File: src/rtl/fdn_coef_loader.sv
// Streams one beamforming coefficient set from a banked RAM into FDN_core_x,
// channel-fastest, with a credit-limited read-ahead FIFO that honours coef_ready.
module fdn_coef_loader #(
  parameter int wight_coef_i = 24,
  parameter int N_chanals    = 32,
  parameter int N_DN         = 72,
  parameter int BANKS        = 2,
  parameter int RD_LAT       = 2,
  localparam int ADDR_W = $clog2(BANKS*N_chanals*N_DN),
  localparam int BANK_W = (BANKS > 1) ? $clog2(BANKS) : 1,
  localparam int NLD_W  = $clog2(N_DN+1),
  localparam int DN_W   = (N_DN > 1) ? $clog2(N_DN) : 1
) (
  input  logic                    clk,
  input  logic                    rst_n,
  input  logic                    start,
  input  logic [BANK_W-1:0]       bank_sel,
  input  logic [NLD_W-1:0]        n_dn_load,
  input  logic                    abort,
  output logic                    busy,
  output logic                    done,
  output logic                    aborted,
  output logic                    err_start,
  output logic                    mem_rd_en,
  output logic [ADDR_W-1:0]       mem_addr,
  input  logic [wight_coef_i-1:0] mem_re,
  input  logic [wight_coef_i-1:0] mem_im,
  input  logic                    coef_ready,
  output logic                    vld_coef_out,
  output logic                    last_coef_out,
  output logic [wight_coef_i-1:0] coefReOut,
  output logic [wight_coef_i-1:0] coefImOut,
  output logic [DN_W-1:0]         cur_dn
);
  localparam int FIFO_D = RD_LAT + 2;
  localparam int CH_W   = (N_chanals > 1) ? $clog2(N_chanals) : 1;
  localparam int PTR_W  = $clog2(FIFO_D);
  localparam int CNT_W  = $clog2(FIFO_D+1);
  localparam int FL_W   = $clog2(RD_LAT+1);
  localparam int SET_SZ = N_chanals * N_DN;

  typedef enum logic [2:0] {S_IDLE, S_RUN, S_DRAIN, S_DONE, S_FLUSH} state_t;

  state_t                              state_q, state_d;
  logic [ADDR_W-1:0]                   addr_q, addr_d;
  logic [DN_W-1:0]                     k_q, k_d;
  logic [CH_W-1:0]                     rd_ch_q, rd_ch_d, out_ch_q, out_ch_d;
  logic [DN_W-1:0]                     rd_dn_q, rd_dn_d, out_dn_q, out_dn_d;
  logic [RD_LAT-1:0]                   rd_pipe_q, rd_pipe_d;
  logic [FIFO_D-1:0][wight_coef_i-1:0] fifo_re_q, fifo_re_d, fifo_im_q, fifo_im_d;
  logic [PTR_W-1:0]                    wr_ptr_q, wr_ptr_d, rd_ptr_q, rd_ptr_d;
  logic [CNT_W-1:0]                    cnt_q, cnt_d;
  logic [FL_W-1:0]                     fl_cnt_q, fl_cnt_d;
  logic                                busy_q, busy_d, done_q, done_d;
  logic                                aborted_q, aborted_d, err_start_q, err_start_d;
  logic                                vld_q, vld_d, last_q, last_d;
  logic [wight_coef_i-1:0]             re_q, re_d, im_q, im_d;
  logic [DN_W-1:0]                     cur_dn_q, cur_dn_d;

  logic             active, flush, ret_vld, credit, rd_en, from_fifo, pop, push, popf, rd_last;
  logic [CNT_W-1:0] inflight;
  logic [CNT_W:0]   occ;
  logic [NLD_W-1:0] n_clamp;

  always_comb begin
    state_d = state_q;   addr_d = addr_q;       k_d = k_q;
    rd_ch_d = rd_ch_q;   rd_dn_d = rd_dn_q;     out_ch_d = out_ch_q;  out_dn_d = out_dn_q;
    fifo_re_d = fifo_re_q;  fifo_im_d = fifo_im_q;
    wr_ptr_d = wr_ptr_q; rd_ptr_d = rd_ptr_q;   cnt_d = cnt_q;        fl_cnt_d = fl_cnt_q;
    re_d = re_q;         im_d = im_q;           cur_dn_d = cur_dn_q;
    vld_d = 1'b0;        last_d = 1'b0;

    active  = (state_q == S_RUN) || (state_q == S_DRAIN);
    flush   = (active && abort) || (state_q == S_FLUSH);
    ret_vld = rd_pipe_q[RD_LAT-1];
    inflight = '0;
    for (int i = 0; i < RD_LAT; i++) inflight = inflight + CNT_W'(rd_pipe_q[i]);
    // Reads in flight hold a FIFO slot so returning data can never overflow it.
    occ     = {1'b0, cnt_q} + {1'b0, inflight};
    credit  = occ < (CNT_W+1)'(FIFO_D);
    rd_en   = (state_q == S_RUN) && !abort && coef_ready && credit;
    rd_last = rd_en && (rd_ch_q == CH_W'(N_chanals-1)) && (rd_dn_q == k_q);
    from_fifo = (cnt_q != '0);
    // An empty FIFO forwards the arriving RAM word straight to the output register.
    pop     = active && !abort && coef_ready && (from_fifo || ret_vld);
    popf    = pop && from_fifo;
    push    = ret_vld && !flush && !(pop && !from_fifo);

    rd_pipe_d = RD_LAT'({rd_pipe_q, rd_en});
    if (rd_en) begin
      addr_d = addr_q + 1'b1;
      if (rd_ch_q == CH_W'(N_chanals-1)) begin
        rd_ch_d = '0;
        rd_dn_d = rd_dn_q + 1'b1;
      end else rd_ch_d = rd_ch_q + 1'b1;
    end

    if (push) begin
      fifo_re_d[wr_ptr_q] = mem_re;
      fifo_im_d[wr_ptr_q] = mem_im;
      wr_ptr_d = (wr_ptr_q == PTR_W'(FIFO_D-1)) ? '0 : wr_ptr_q + 1'b1;
    end
    if (popf) rd_ptr_d = (rd_ptr_q == PTR_W'(FIFO_D-1)) ? '0 : rd_ptr_q + 1'b1;
    if (push && !popf)      cnt_d = cnt_q + 1'b1;
    else if (!push && popf) cnt_d = cnt_q - 1'b1;
    if (flush) begin
      wr_ptr_d = '0; rd_ptr_d = '0; cnt_d = '0;
    end

    if (pop) begin
      vld_d    = 1'b1;
      re_d     = from_fifo ? fifo_re_q[rd_ptr_q] : mem_re;
      im_d     = from_fifo ? fifo_im_q[rd_ptr_q] : mem_im;
      cur_dn_d = out_dn_q;
      last_d   = (out_ch_q == CH_W'(N_chanals-1)) && (out_dn_q == k_q);
      if (out_ch_q == CH_W'(N_chanals-1)) begin
        out_ch_d = '0;
        out_dn_d = out_dn_q + 1'b1;
      end else out_ch_d = out_ch_q + 1'b1;
    end

    n_clamp = ((n_dn_load == '0) || (n_dn_load > NLD_W'(N_DN))) ? NLD_W'(N_DN) : n_dn_load;
    case (state_q)
      S_IDLE: if (start) begin
        state_d = S_RUN;
        addr_d  = ADDR_W'(bank_sel) * ADDR_W'(SET_SZ);
        k_d     = DN_W'(n_clamp - 1'b1);
        rd_ch_d = '0; rd_dn_d = '0; out_ch_d = '0; out_dn_d = '0;
      end
      S_RUN:   if (abort) begin state_d = S_FLUSH; fl_cnt_d = '0; end
               else if (rd_last) state_d = S_DRAIN;
      S_DRAIN: if (abort) begin state_d = S_FLUSH; fl_cnt_d = '0; end
               else if (last_q) state_d = S_DONE;
      S_DONE:  state_d = S_IDLE;
      S_FLUSH: if (fl_cnt_q == FL_W'(RD_LAT)) state_d = S_IDLE;
               else fl_cnt_d = fl_cnt_q + 1'b1;
      default: state_d = S_IDLE;
    endcase

    busy_d      = (state_d != S_IDLE);
    done_d      = (state_d == S_DONE);
    aborted_d   = (state_d == S_FLUSH) && (fl_cnt_d == FL_W'(RD_LAT));
    err_start_d = start && (state_q != S_IDLE);
  end

  always_ff @(posedge clk or negedge rst_n) begin
    if (!rst_n) begin
      state_q <= S_IDLE;  addr_q <= '0;   k_q <= '0;
      rd_ch_q <= '0;      rd_dn_q <= '0;  out_ch_q <= '0;  out_dn_q <= '0;
      rd_pipe_q <= '0;    fifo_re_q <= '0; fifo_im_q <= '0;
      wr_ptr_q <= '0;     rd_ptr_q <= '0; cnt_q <= '0;     fl_cnt_q <= '0;
      busy_q <= 1'b0;     done_q <= 1'b0; aborted_q <= 1'b0; err_start_q <= 1'b0;
      vld_q <= 1'b0;      last_q <= 1'b0; re_q <= '0;      im_q <= '0;  cur_dn_q <= '0;
    end else begin
      state_q <= state_d; addr_q <= addr_d; k_q <= k_d;
      rd_ch_q <= rd_ch_d; rd_dn_q <= rd_dn_d; out_ch_q <= out_ch_d; out_dn_q <= out_dn_d;
      rd_pipe_q <= rd_pipe_d; fifo_re_q <= fifo_re_d; fifo_im_q <= fifo_im_d;
      wr_ptr_q <= wr_ptr_d; rd_ptr_q <= rd_ptr_d; cnt_q <= cnt_d; fl_cnt_q <= fl_cnt_d;
      busy_q <= busy_d;   done_q <= done_d; aborted_q <= aborted_d; err_start_q <= err_start_d;
      vld_q <= vld_d;     last_q <= last_d; re_q <= re_d;  im_q <= im_d;  cur_dn_q <= cur_dn_d;
    end
  end

  assign busy          = busy_q;
  assign done          = done_q;
  assign aborted       = aborted_q;
  assign err_start     = err_start_q;
  assign mem_rd_en     = rd_en;
  assign mem_addr      = addr_q;
  assign vld_coef_out  = vld_q;
  assign last_coef_out = last_q;
  assign coefReOut     = re_q;
  assign coefImOut     = im_q;
  assign cur_dn        = cur_dn_q;
endmodule
File: config.mk
export PLATFORM = sky130hd
export DESIGN_NAME = fdn_coef_loader
export DESIGN_NICKNAME = d
export VERILOG_FILES = /design/src/rtl/fdn_coef_loader.sv
export SDC_FILE = /design/constraint.sdc
export NUM_CORES = 1
export LEC_CHECK = 0
export BUFFER_PORTS_ARGS = -buffer_cell sky130_fd_sc_hd__buf_2
export CORE_UTILIZATION = 35
export DETAILED_ROUTE_END_ITERATION = 10
export HOLD_SLACK_MARGIN = 0.08
export MAX_ROUTING_LAYER = met4
export SKIP_LAST_GASP = 1
export SYNTH_ARGS = -nofsm -noshare
export SYNTH_HDL_FRONTEND = slang
export SYNTH_SLANG_ARGS = --single-unit
export TNS_END_PERCENT = 100
File: constraint.sdc
create_clock -name clk -period 4.1 [get_ports clk]
set_input_delay 1.23 -clock clk [delete_from_list [all_inputs] [get_ports clk]]
set_output_delay 1.23 -clock clk [all_outputs]
set_load 0.03 [all_outputs]
* Word level (Yosys, flattened, before mapping)
Cells that the tools add are included.
Operators by class: add/sub/neg operators 13, multiply operators 1, magnitude comparators 5, equality and inequality tests 13, mux-type cells 51, reduce and logical (&&, ||, !) cells 39
Operator list (count):
- 96-bit bitwise mux | 2
- 24-bit 2-to-1 mux | 5
- 24-bit binary-select mux with 2-bit select | 2
- 7-bit 2-to-1 mux | 9
- 24-bit demux with 2-bit select | 1
- 5-bit 2-to-1 mux | 8
- 13-bit 2-to-1 mux | 3
- 3-bit 2-to-1 mux | 9
- 1-bit logical AND | 19
- 2-bit 2-to-1 mux | 8
- 7-bit by 1-bit adder with 7-bit output (second input constant) | 2
- 7-bit == test | 2
- 13-bit by 1-bit adder with 13-bit output (second input constant) | 1
- 3-bit case mux with 4 select lines | 1
- 3-bit nonzero test | 4
- 5-bit by 1-bit adder with 5-bit output (second input constant) | 2
- 5-bit == test (second input constant) | 2
- 2-bit == test (second input constant) | 4
- 7-bit > comparator (second input constant) | 1
- 7-bit logical NOT | 1
- 7-bit by 1-bit subtractor with 7-bit output (second input constant) | 1
- 2-bit by 1-bit adder with 2-bit output (second input constant) | 3
- 3-bit by 2-bit == test with 1-bit output (second input constant) | 2
- 3-bit == test (second input constant) | 2
- 17 further kinds | 28
Storage, ports and cells: bits in registers 311, input bits 61, output and inout bits 75

* Depth between registers and ports, before layout
Gate-level depths: netlist of the first run.
depth in word-level cells 13, gate-level depth with buffers 9, mapped depth without buffers 8

* Worst setup path after synthesis of the first run
OpenSTA, ideal clock, no wires.
path type input to output, start point in abort, end point out mem_rd_en, data arrival time 2.485 ns, data required time 2.870 ns, setup slack 0.385 ns, stages on the path 4, buffers on the path 1, cell sequence or4b_1 a211o_1 clkbuf_1 clkinv_1
On the way: cells in the longest elaborated chain, start to end 4
RTL lines:
- start, declared | line 19 | input logic abort,
- 1-bit logical NOT | line 81 | rd_en = (state_q == S_RUN) && !abort && coef_ready && credit;
- 1-bit logical AND (3 in a row) | line 81
- end, declared | line 24 | output logic mem_rd_en,
Every way passes these cells.

* Final worst setup path of the first run
Same ends and word-level chain as after synthesis.

==> results.sh, run 1 <==
export IMPL_yosys_warnings=0
export IMPL_slowest_stage="or4b_1"
export IMPL_fmax_mhz=264
export IMPL_place_gp_congestion=0.774
export IMPL_ys_flop_type="dfrtp_1"
export IMPL_overflow=0
export IMPL_io_pins=136
export IMPL_dieWidth_um=204
export IMPL_yosys_area_top_type="dfrtp_1"
export IMPL_grt_pass1_wl_mm=52.5
export IMPL_synthXorXnorAreaFrac_pct=1.47
export IMPL_first_pass_iters=4
export IMPL_pwr_share_seq_pct=40.2
export IMPL_grt_use_total_pct=16.3
export IMPL_ir_worst_vdd_mv=0.332
export IMPL_num_rows=73
export IMPL_run_status="finished, final reports clean"
export IMPL_filler_cell_count=3785
export IMPL_path_cells="buf_2, or4b_1, a211o_1, clkinv_1, buf_2"
export IMPL_worst_hold_startpoint="rd_pipe_q[0]$_DFF_PN0_"
export IMPL_drive_gt1_share_pct=37.0
export IMPL_vias=9088
export IMPL_synth_area_um2=14300
export IMPL_p_clk_share_pct=27.8
export IMPL_antenna_found_initial=3
export IMPL_p_per_area_nw_per_um2=652
export IMPL_die_area_um2=41700
export IMPL_crit_path_start="abort"
export IMPL_die_h_um=204
export IMPL_p_leak_nw=7.81
export IMPL_hold_viol=0
export IMPL_layout_setup_ws_ps=314
export IMPL_synth_compound_area_share_pct=5.61
export IMPL_cts_sinks=311
export IMPL_dp_slack_ps=332
export IMPL_tns_ps=0
export IMPL_synth_edff_count=0
export IMPL_r2r_start="state_q[1]$_DFF_PN0_"
export IMPL_worst_pin_slew_ps=848
export IMPL_root_buffer="clkbuf_16"
export IMPL_start_util_pct=35.8
export IMPL_rsz0062_at_grt="no"
export IMPL_yosys_area_share_simple_pct=7.67
export IMPL_setup_viol=0
export IMPL_synthesis_nets=1172
export IMPL_seq_area_um2=7790
export IMPL_drc_errors=0
export IMPL_htree_levels=2
export IMPL_clock_skew_ps=22.1
export IMPL_post_cts_setup_buffer_count=0
export IMPL_final_common_cell="dfrtp_1"
export IMPL_finalCriticalPeriod_ps=3790
export IMPL_cts_tree="done"
export IMPL_drt_iter0_drc=419
export IMPL_ys_types=65
export IMPL_yosys_area_share_adder_pct=1.54
export IMPL_mostFrequentLayoutCells="309 x dfrtp_1, 191 x mux2_2, 134 x buf_2"
export IMPL_ys_async_sr_fraction_pct=100
export IMPL_syn_to_final_growth_pct=17.0
export IMPL_p_int_mw=7.30
export IMPL_core_area_um2=40000
export IMPL_routed_wl_mm=31.9
export IMPL_ctsHoldBuffers=0
export IMPL_ys_top_cells_by_area="dfrtp_1 54%, mux2_2 15%, mux4_2 7.5%"
export IMPL_critPathMaxFanout=6
export IMPL_clkLatencyLatePin_ps=520
export IMPL_yosys_mux_area_fraction_pct=26.8
export IMPL_hpwlAfterDp_mm=19.9
export IMPL_worst_path_most_repeated_cell="buf_2"
export IMPL_layout_nets=1299
export IMPL_drv_slew=0
export IMPL_clkTransAtPathRegs_ps=50
export IMPL_startpoint_type="input port"
export IMPL_finalCritPeriodShare_pct=92.3
export IMPL_synth_yosys_seq_area_share_pct=54.3
export IMPL_p_comb_share_pct=31.9
export IMPL_netSwitchingFraction_pct=33.2
export IMPL_yosysTopAreaCellShare_pct=54.3
export IMPL_cp_end_kind="primary output"
export IMPL_portBuffers=135
export IMPL_p_sw_mw=3.64
export IMPL_synth_top_family_by_area="multiplexers"
export IMPL_grt_start_max_net_pins=85
export IMPL_synth_seq_cells=311
export IMPL_critPathRequiredTime_ps=2870
export IMPL_avgSynthCellArea_um2=13.1
export IMPL_grt_pass1_vias=9403
export IMPL_maxCapViolCount=0
export IMPL_wl_per_cell_um=18.0
export IMPL_arrival_ps=2560
export IMPL_cts_resized_gates=0
export IMPL_syn_inst=1094
export IMPL_clockBufferDepth=3
export IMPL_relSlewSlack_pct=43.5
export IMPL_multi_input_area_um2=6210
export IMPL_final_antenna_net_count=0
export IMPL_cts_buffers=36
export IMPL_hold_path_class="flop to flop"
export IMPL_via_per_inst=5.13
export IMPL_max_stage_delay_ps=610
export IMPL_crit_type="input port to primary output"
==> power groups by stage <==
| stage | Sequential, mW | Combinational, mW | Clock, mW |
|---|---|---|---|
| after CTS | 4.42 | 3.55 | 3.16 |
| final | 4.40 | 3.49 | 3.04 |
| after global routing | 4.53 | 3.81 | 3.28 |
| after detailed placement | 4.46 | 3.54 | 0 |
| after global placement | 4.43 | 3.48 | 0 |
| after floorplan | 4.75 | 2.22 | 0 |
==> stage by stage <==
| step | cell area (um^2) | hold WS [ps] | power [mW] | utilization (%) | std cells |
|---|---|---|---|---|---|
| floorplan | 14300 | 360 | 6.97 | - | 1094 |
| global placement | 15600 | 377 | 7.91 | 39.1 | 1708 |
| detailed placement | 15600 | 387 | 8.00 | 39.1 | 1708 |
| CTS | 16800 | 397 | 11.1 | 41.9 | 1770 |
| global route | 16800 | 411 | 11.6 | 41.9 | 1773 |
| finish | 16800 | 393 | 10.9 | 41.9 | 1773 |
==> kinds of logic after synthesis <==
kind of cell	count (synthesis)
AND/OR/NAND/NOR	221
adder cells (fa/ha/maj)	17
flip-flops	311
buffers and inverters	86
AO/OA/AOI/OAI	136
XOR/XNOR	24
multiplexers	299
==> synthesized netlist by cell type, drive strengths merged (3+ instances only) <==
cell,number
a21oi,27
xor2,4
o21ai,71
nand2,106
xnor2,20
or4,5
nand2b,6
nor2,19
nor4,3
nor3,14
a21o,3
a31oi,6
mux2,195
inv,17
ha,16
mux4,48
o31ai,4
clkbuf,36
mux2i,56
buf,32
and2,4
nand3,16
nand4,8
o21a,3
or4b,4
and4,5
or3,15
o311ai,4
dfrtp,311
==> path summary, 6_finish.rpt <==
kind                                             end  slack [ps]  cells past startpoint
min in group asynchronous     mem_addr[11]$_DFF_PN0_         620                      1
hold reg to reg               rd_pipe_q[1]$_DFF_PN0_         390                      0
setup reg to reg           fifo_re_q[30]$_DFFE_PN0P_        1460                      5
setup / recovery                           mem_rd_en         310                      5
max in group asynchronous  fifo_re_q[64]$_DFFE_PN0P_        2620                      2
hold / removal                rd_pipe_q[1]$_DFF_PN0_         390                      0
==> metal layers <==
metal	track usage (%)	vias up	wire, um	share of wire [%]
met3	3.03	48	1250	3.9
met1	21.5	4679	14700	46
li1	-	4236	-	-
met4	4.42	0	580	1.8
met2	25.7	125	15400	48
met5	-	-	0	0
==> critical path, delay by kind of cell <==
family	cells	cell delay, ps
simple gates	1	610
compound gates	1	340
buf+inv	3	370
==> sequential cells by signal, summed over array words and instances, names as in the netlist, 5 cells and up <==
name and flops:
coefImOut 24, coefReOut 24, cur_dn 7, fifo_im_q 96, fifo_re_q 96, k_q 7, mem_addr 13, out_ch_q 5
out_dn_q 7, rd_ch_q 5, rd_dn_q 7
==> cell type report <==
type	instances	area share, %
sequential	311	46.5
multi-input combinational	697	37.0
clock buffer	53	6.24
timing repair buffer	157	5.45
tap	525	3.92
clock inverter	9	0.440
inverter	18	0.403
antenna	3	0.0448
Note: power is estimated with default switching activity, not from simulation.
==> run 2, diff against run 1 <==
CORE_ASPECT_RATIO = 1.5   (was not set)
==> run 2 against run 1 <==
Compared with the run above:
- fmax fell by 0.33%
- global-route usage increased by 0.21 points
- via count decreased by 1.2%
- clock-buffer cell count shrank 5
- die area barely moved
- sequential power about the same
- non-clock buffer count down 2
- utilization decreased by 0.41 points
- first-iteration DRC count shrank 7.2%
- final area down 0.22%
- critical endpoint unchanged
- largest cell class unchanged
==> results.sh, run 2 (same netlist as run 1, synthesis figures left out) <==
export IMPL_reg_largest_list="fifo_im_q x96, fifo_re_q x96"
export IMPL_reg2reg_to="fifo_im_q[52]$_DFFE_PN0P_"
export IMPL_clockBufferDepth=3
export IMPL_tns_ps=0
export IMPL_mostFrequentLayoutCells="309 x dfrtp_1, 191 x mux2_2, 134 x buf_2"
export IMPL_portBuffers=135
export IMPL_startpoint_type="input port"
export IMPL_p_leak_nw=7.80
export IMPL_crit_path_start="abort"
export IMPL_drv_slew=0
export IMPL_drt_iter0_drc=389
export IMPL_met1_length_mm=13.6
export IMPL_dr_wl_met3_mm=1.14
export IMPL_cp_end_kind="primary output"
export IMPL_hold_ws_ps=386
export IMPL_r2r_start="state_q[1]$_DFF_PN0_"
export IMPL_syn_to_final_growth_pct=16.8
export IMPL_endpoint="mem_rd_en"
export IMPL_hpwlAfterDp_mm=20.1
export IMPL_final_common_cell="dfrtp_1"
export IMPL_ff2ff_path_depth=5
export IMPL_drive_gt1_share_pct=37.0
export IMPL_layout_nets=1295
export IMPL_p_per_area_nw_per_um2=657
export IMPL_grt_use_total_pct=16.5
export IMPL_relSlewSlack_pct=32.7
export IMPL_first_pass_iters=4
export IMPL_run_status="finished, final reports clean"
export IMPL_met2_length_mm=16.4
export IMPL_via_per_inst=5.13
export IMPL_core_area_um2=40300
export IMPL_htree_levels=2
export IMPL_cts_resized_gates=0
export IMPL_critPathMaxFanout=6
export IMPL_finalCriticalPeriod_ps=3800
export IMPL_die_h_um=250
export IMPL_critPathRequiredTime_ps=2870
export IMPL_topRoutingLayerUsed="met4"
export IMPL_routed_wl_mm=31.9
export IMPL_final_antenna_net_count=0
export IMPL_arrival_ps=2570
export IMPL_crit_type="input port to primary output"
export IMPL_rsz0062_at_grt="no"
export IMPL_ir_worst_vdd_mv=0.445
export IMPL_grt_start_max_net_pins=77
export IMPL_post_cts_setup_buffer_count=0
export IMPL_overflow=0
export IMPL_ctsHoldBuffers=0
export IMPL_vias=8977
export IMPL_place_gp_congestion=0.759
export IMPL_cts_tree="done"
export IMPL_io_pins=136
export IMPL_dieWidth_um=167
export IMPL_grt_pass1_wl_mm=53.0
export IMPL_finalCritPeriodShare_pct=92.6
export IMPL_grt_pass1_vias=9633
export IMPL_antenna_found_initial=3
export IMPL_clkTransAtPathRegs_ps=50
export IMPL_die_area_um2=41700
export IMPL_r2r_slack_ps=1260
export IMPL_clkLatencyLatePin_ps=520
export IMPL_drc_errors=0
export IMPL_worst_pin_slew_ps=1010
export IMPL_start_util_pct=35.5
export IMPL_cts_buffers=34
export IMPL_maxCapViolCount=0
export IMPL_clock_skew_ps=13.6
export IMPL_root_buffer="clkbuf_16"
export IMPL_hold_path_class="flop to flop"
export IMPL_hold_viol=0
export IMPL_setup_viol=0
export IMPL_cts_sinks=311
export IMPL_fmax_mhz=263
export IMPL_num_rows=90
export IMPL_wl_per_cell_um=18.2
==> run 2: worst min-delay path by stage <==
stage	startpoint	end	depth (start not counted)	slack, ps
2_1_floorplan	rd_pipe_q[0]$_DFF_PN0_	rd_pipe_q[1]$_DFF_PN0_	0	360
3_3_place_gp	rd_pipe_q[0]$_DFF_PN0_	rd_pipe_q[1]$_DFF_PN0_	0	370
3_5_place_dp	rd_pipe_q[0]$_DFF_PN0_	rd_pipe_q[1]$_DFF_PN0_	0	370
4_1_cts	rd_pipe_q[0]$_DFF_PN0_	rd_pipe_q[1]$_DFF_PN0_	0	390
5_1_grt	rd_pipe_q[0]$_DFF_PN0_	rd_pipe_q[1]$_DFF_PN0_	0	400
6_report	rd_pipe_q[0]$_DFF_PN0_	rd_pipe_q[1]$_DFF_PN0_	0	390
==> run 2: report_power, final <==
group          total (mW)  internal (mW)  switching, mW
Combinational        3.50           1.62           1.88
Clock                3.12           1.89           1.23
Sequential           4.38           3.85          0.527
==> run 2: worst max-delay path, stage by stage <==
cell	delay (ps)
buf_2	130
or4b_1	590
a211o_1	350
clkinv_1	70
buf_2	190
==> run 2: area by class of cell <==
| class | instances | area, um^2 |
|---|---|---|
| Sequential cell | 311 | 7790 |
| Clock inverter | 12 | 149 |
| Fill cell | 3794 | 23600 |
| Timing Repair Buffer | 155 | 873 |
| Inverter | 18 | 67.6 |
| Tap cell | 506 | 633 |
| Clock buffer | 48 | 997 |
| Antenna cell | 3 | 7.51 |
| Multi-Input combinational cell | 697 | 6210 |
==> run 2: routing by layer <==
metal	global-route usage, %	vias to the layer above
li1	-	4230
met1	19.7	4572
met2	28.5	127
met3	2.70	48
met4	4.98	0
met5	-	-
==> run 2: metrics by stage <==
stage	worst slack, ps	std cells	cell area (um^2)	util [%]	total power [mW]
2_1_floorplan	385	1094	14300	-	6.97
3_3_place_gp	300	1687	15600	38.6	7.92
3_5_place_dp	294	1687	15600	38.6	8.01
6_report	302	1750	16700	41.5	11.0
5_1_grt	251	1750	16700	41.5	11.7
4_1_cts	294	1747	16700	41.5	11.2
==> run 3, diff against run 2 <==
CTS_BUF_LIST = sky130_fd_sc_hd__clkbuf_4 sky130_fd_sc_hd__clkbuf_8   (was not set)
==> run 3 against run 2 <==
Compared with the run above:
- wire length rose by 0.72%
- combinational power barely moved
- sequential cell count unchanged
- critical path depth unchanged
- critical path type unchanged
- hold slack about the same
- die area unchanged
- fmax barely moved
- register-to-register slack worse by 30 ps
- global-route usage about the same
- non-clock buffer count unchanged
- largest power group unchanged
- clock-buffer cell count rose by 33
- largest cell class unchanged
==> results.sh, run 3 (same netlist as run 1, synthesis figures left out) <==
export IMPL_cts_resized_gates=0
export IMPL_finalCriticalPeriod_ps=3800
export IMPL_overflow=0
export IMPL_fin_util_pct=41.3
export IMPL_arrival_ps=2570
export IMPL_drive_gt1_share_pct=38.9
export IMPL_max_stage_delay_ps=590
export IMPL_crit_type="input port to primary output"
export IMPL_portBuffers=135
export IMPL_final_area_um2=16700
export IMPL_endpoint="mem_rd_en"
export IMPL_slowest_stage="or4b_1"
export IMPL_critPathRequiredTime_ps=2870
export IMPL_min_path_cells=0
export IMPL_hold_viol=0
export IMPL_r2r_start="state_q[1]$_DFF_PN0_"
export IMPL_p_per_area_nw_per_um2=643
export IMPL_topRoutingLayerUsed="met4"
export IMPL_htree_levels=2
export IMPL_clkTransAtPathRegs_ps=60
export IMPL_path_cells="buf_2, or4b_1, a211o_1, clkinv_1, buf_2"
export IMPL_clockBufferDepth=3
export IMPL_start_util_pct=35.5
export IMPL_antenna_found_initial=4
export IMPL_placed_cells=1687
export IMPL_tns_ps=0
export IMPL_grt_start_max_net_pins=77
export IMPL_met1_length_mm=13.6
export IMPL_vias=9054
export IMPL_cp_num_cells=5
export IMPL_drt_iter0_drc=385
export IMPL_reg_largest_list="fifo_im_q x96, fifo_re_q x96"
export IMPL_mostFrequentLayoutCells="309 x dfrtp_1, 191 x mux2_2, 134 x buf_2"
export IMPL_met2_length_mm=16.5
export IMPL_rsz0062_at_grt="no"
export IMPL_layout_nets=1311
export IMPL_critPathMaxFanout=6
export IMPL_core_area_um2=40300
export IMPL_cts_sinks=311
export IMPL_grt_pass1_wl_mm=53.2
export IMPL_p_leak_nw=7.81
export IMPL_reg2reg_to="fifo_im_q[59]$_DFFE_PN0P_"
export IMPL_clock_skew_ps=24.7
export IMPL_cp_end_kind="primary output"
export IMPL_die_h_um=250
export IMPL_setup_viol=0
export IMPL_routed_wl_mm=32.1
export IMPL_dr_wl_met3_mm=1.18
export IMPL_startpoint_type="input port"
export IMPL_worst_pin_slew_ps=1010
export IMPL_ir_worst_vdd_mv=0.359
export IMPL_die_area_um2=41700
export IMPL_dp_slack_ps=294
export IMPL_dieWidth_um=167
export IMPL_grt_pass1_vias=9763
export IMPL_place_gp_congestion=0.759
export IMPL_drv_slew=0
export IMPL_hpwlAfterDp_mm=20.1
export IMPL_r2r_slack_ps=1230
export IMPL_worst_path_most_repeated_cell="buf_2"
export IMPL_drc_errors=0
export IMPL_final_common_cell="dfrtp_1"
export IMPL_root_buffer="clkbuf_8"
export IMPL_num_rows=90
export IMPL_cts_tree="done"
export IMPL_grt_use_total_pct=16.6
export IMPL_final_instance_count_excl_fill=1777
export IMPL_wl_per_cell_um=18.1
export IMPL_crit_path_start="abort"
export IMPL_io_pins=136
export IMPL_maxCapViolCount=0
export IMPL_via_per_inst=5.10
export IMPL_ctsHoldBuffers=0
export IMPL_clkLatencyLatePin_ps=590
export IMPL_final_antenna_net_count=0
export IMPL_cts_buffers=50
export IMPL_critical_path_top_delay_family="simple AND/OR/NAND/NOR gates"
export IMPL_syn_to_final_growth_pct=16.3
export IMPL_finalCritPeriodShare_pct=92.6
export IMPL_hold_path_class="flop to flop"
export IMPL_relSlewSlack_pct=32.4
export IMPL_post_cts_setup_buffer_count=0
export IMPL_layout_setup_ws_ps=302
export IMPL_first_pass_iters=4
export IMPL_fmax_mhz=263
export IMPL_critPathBufInv=3
export IMPL_postPlaceCellArea_um2=15600
export IMPL_ff2ff_path_depth=5
export IMPL_run_status="finished, final reports clean"
[run 3: cell type report]
cell class                      instances  area, um^2
Timing Repair Buffer                  155         873
Fill cell                            3834       23700
Sequential cell                       311        7790
Antenna cell                            4        10.0
Clock buffer                           81        1020
Tap cell                              506         633
Clock inverter                          5        53.8
Inverter                               18        67.6
Multi-Input combinational cell        697        6210
[run 3: worst min path at each step]
stage          slack (ps)                    from                endpoint
6_report              390  rd_pipe_q[0]$_DFF_PN0_  rd_pipe_q[1]$_DFF_PN0_
5_1_grt               400  rd_pipe_q[0]$_DFF_PN0_  rd_pipe_q[1]$_DFF_PN0_
2_1_floorplan         360  rd_pipe_q[0]$_DFF_PN0_  rd_pipe_q[1]$_DFF_PN0_
3_3_place_gp          370  rd_pipe_q[0]$_DFF_PN0_  rd_pipe_q[1]$_DFF_PN0_
3_5_place_dp          370  rd_pipe_q[0]$_DFF_PN0_  rd_pipe_q[1]$_DFF_PN0_
4_1_cts               380  rd_pipe_q[0]$_DFF_PN0_  rd_pipe_q[1]$_DFF_PN0_
[run 3: where the power goes]
part           leakage [nW]  total [mW]  switching (mW)  internal [mW]
combinational          3.09        3.49            1.87           1.62
clock                 0.574        2.83            1.20           1.63
sequential             4.15        4.38           0.527           3.85
[run 3: per-stage QoR]
| step | hold WS (ps) | power, mW |
|---|---|---|
| 2_1_floorplan | 360 | 6.97 |
| 3_5_place_dp | 372 | 8.01 |
| 5_1_grt | 402 | 11.4 |
| 6_report | 386 | 10.7 |
| 4_1_cts | 384 | 10.9 |
| 3_3_place_gp | 372 | 7.92 |
[run 3: metal layers]
| layer | track usage, % | vias to the layer above |
|---|---|---|
| met5 | - | - |
| met4 | 5.37 | 0 |
| met3 | 2.85 | 55 |
| met2 | 28.4 | 139 |
| met1 | 19.7 | 4602 |
| li1 | - | 4258 |
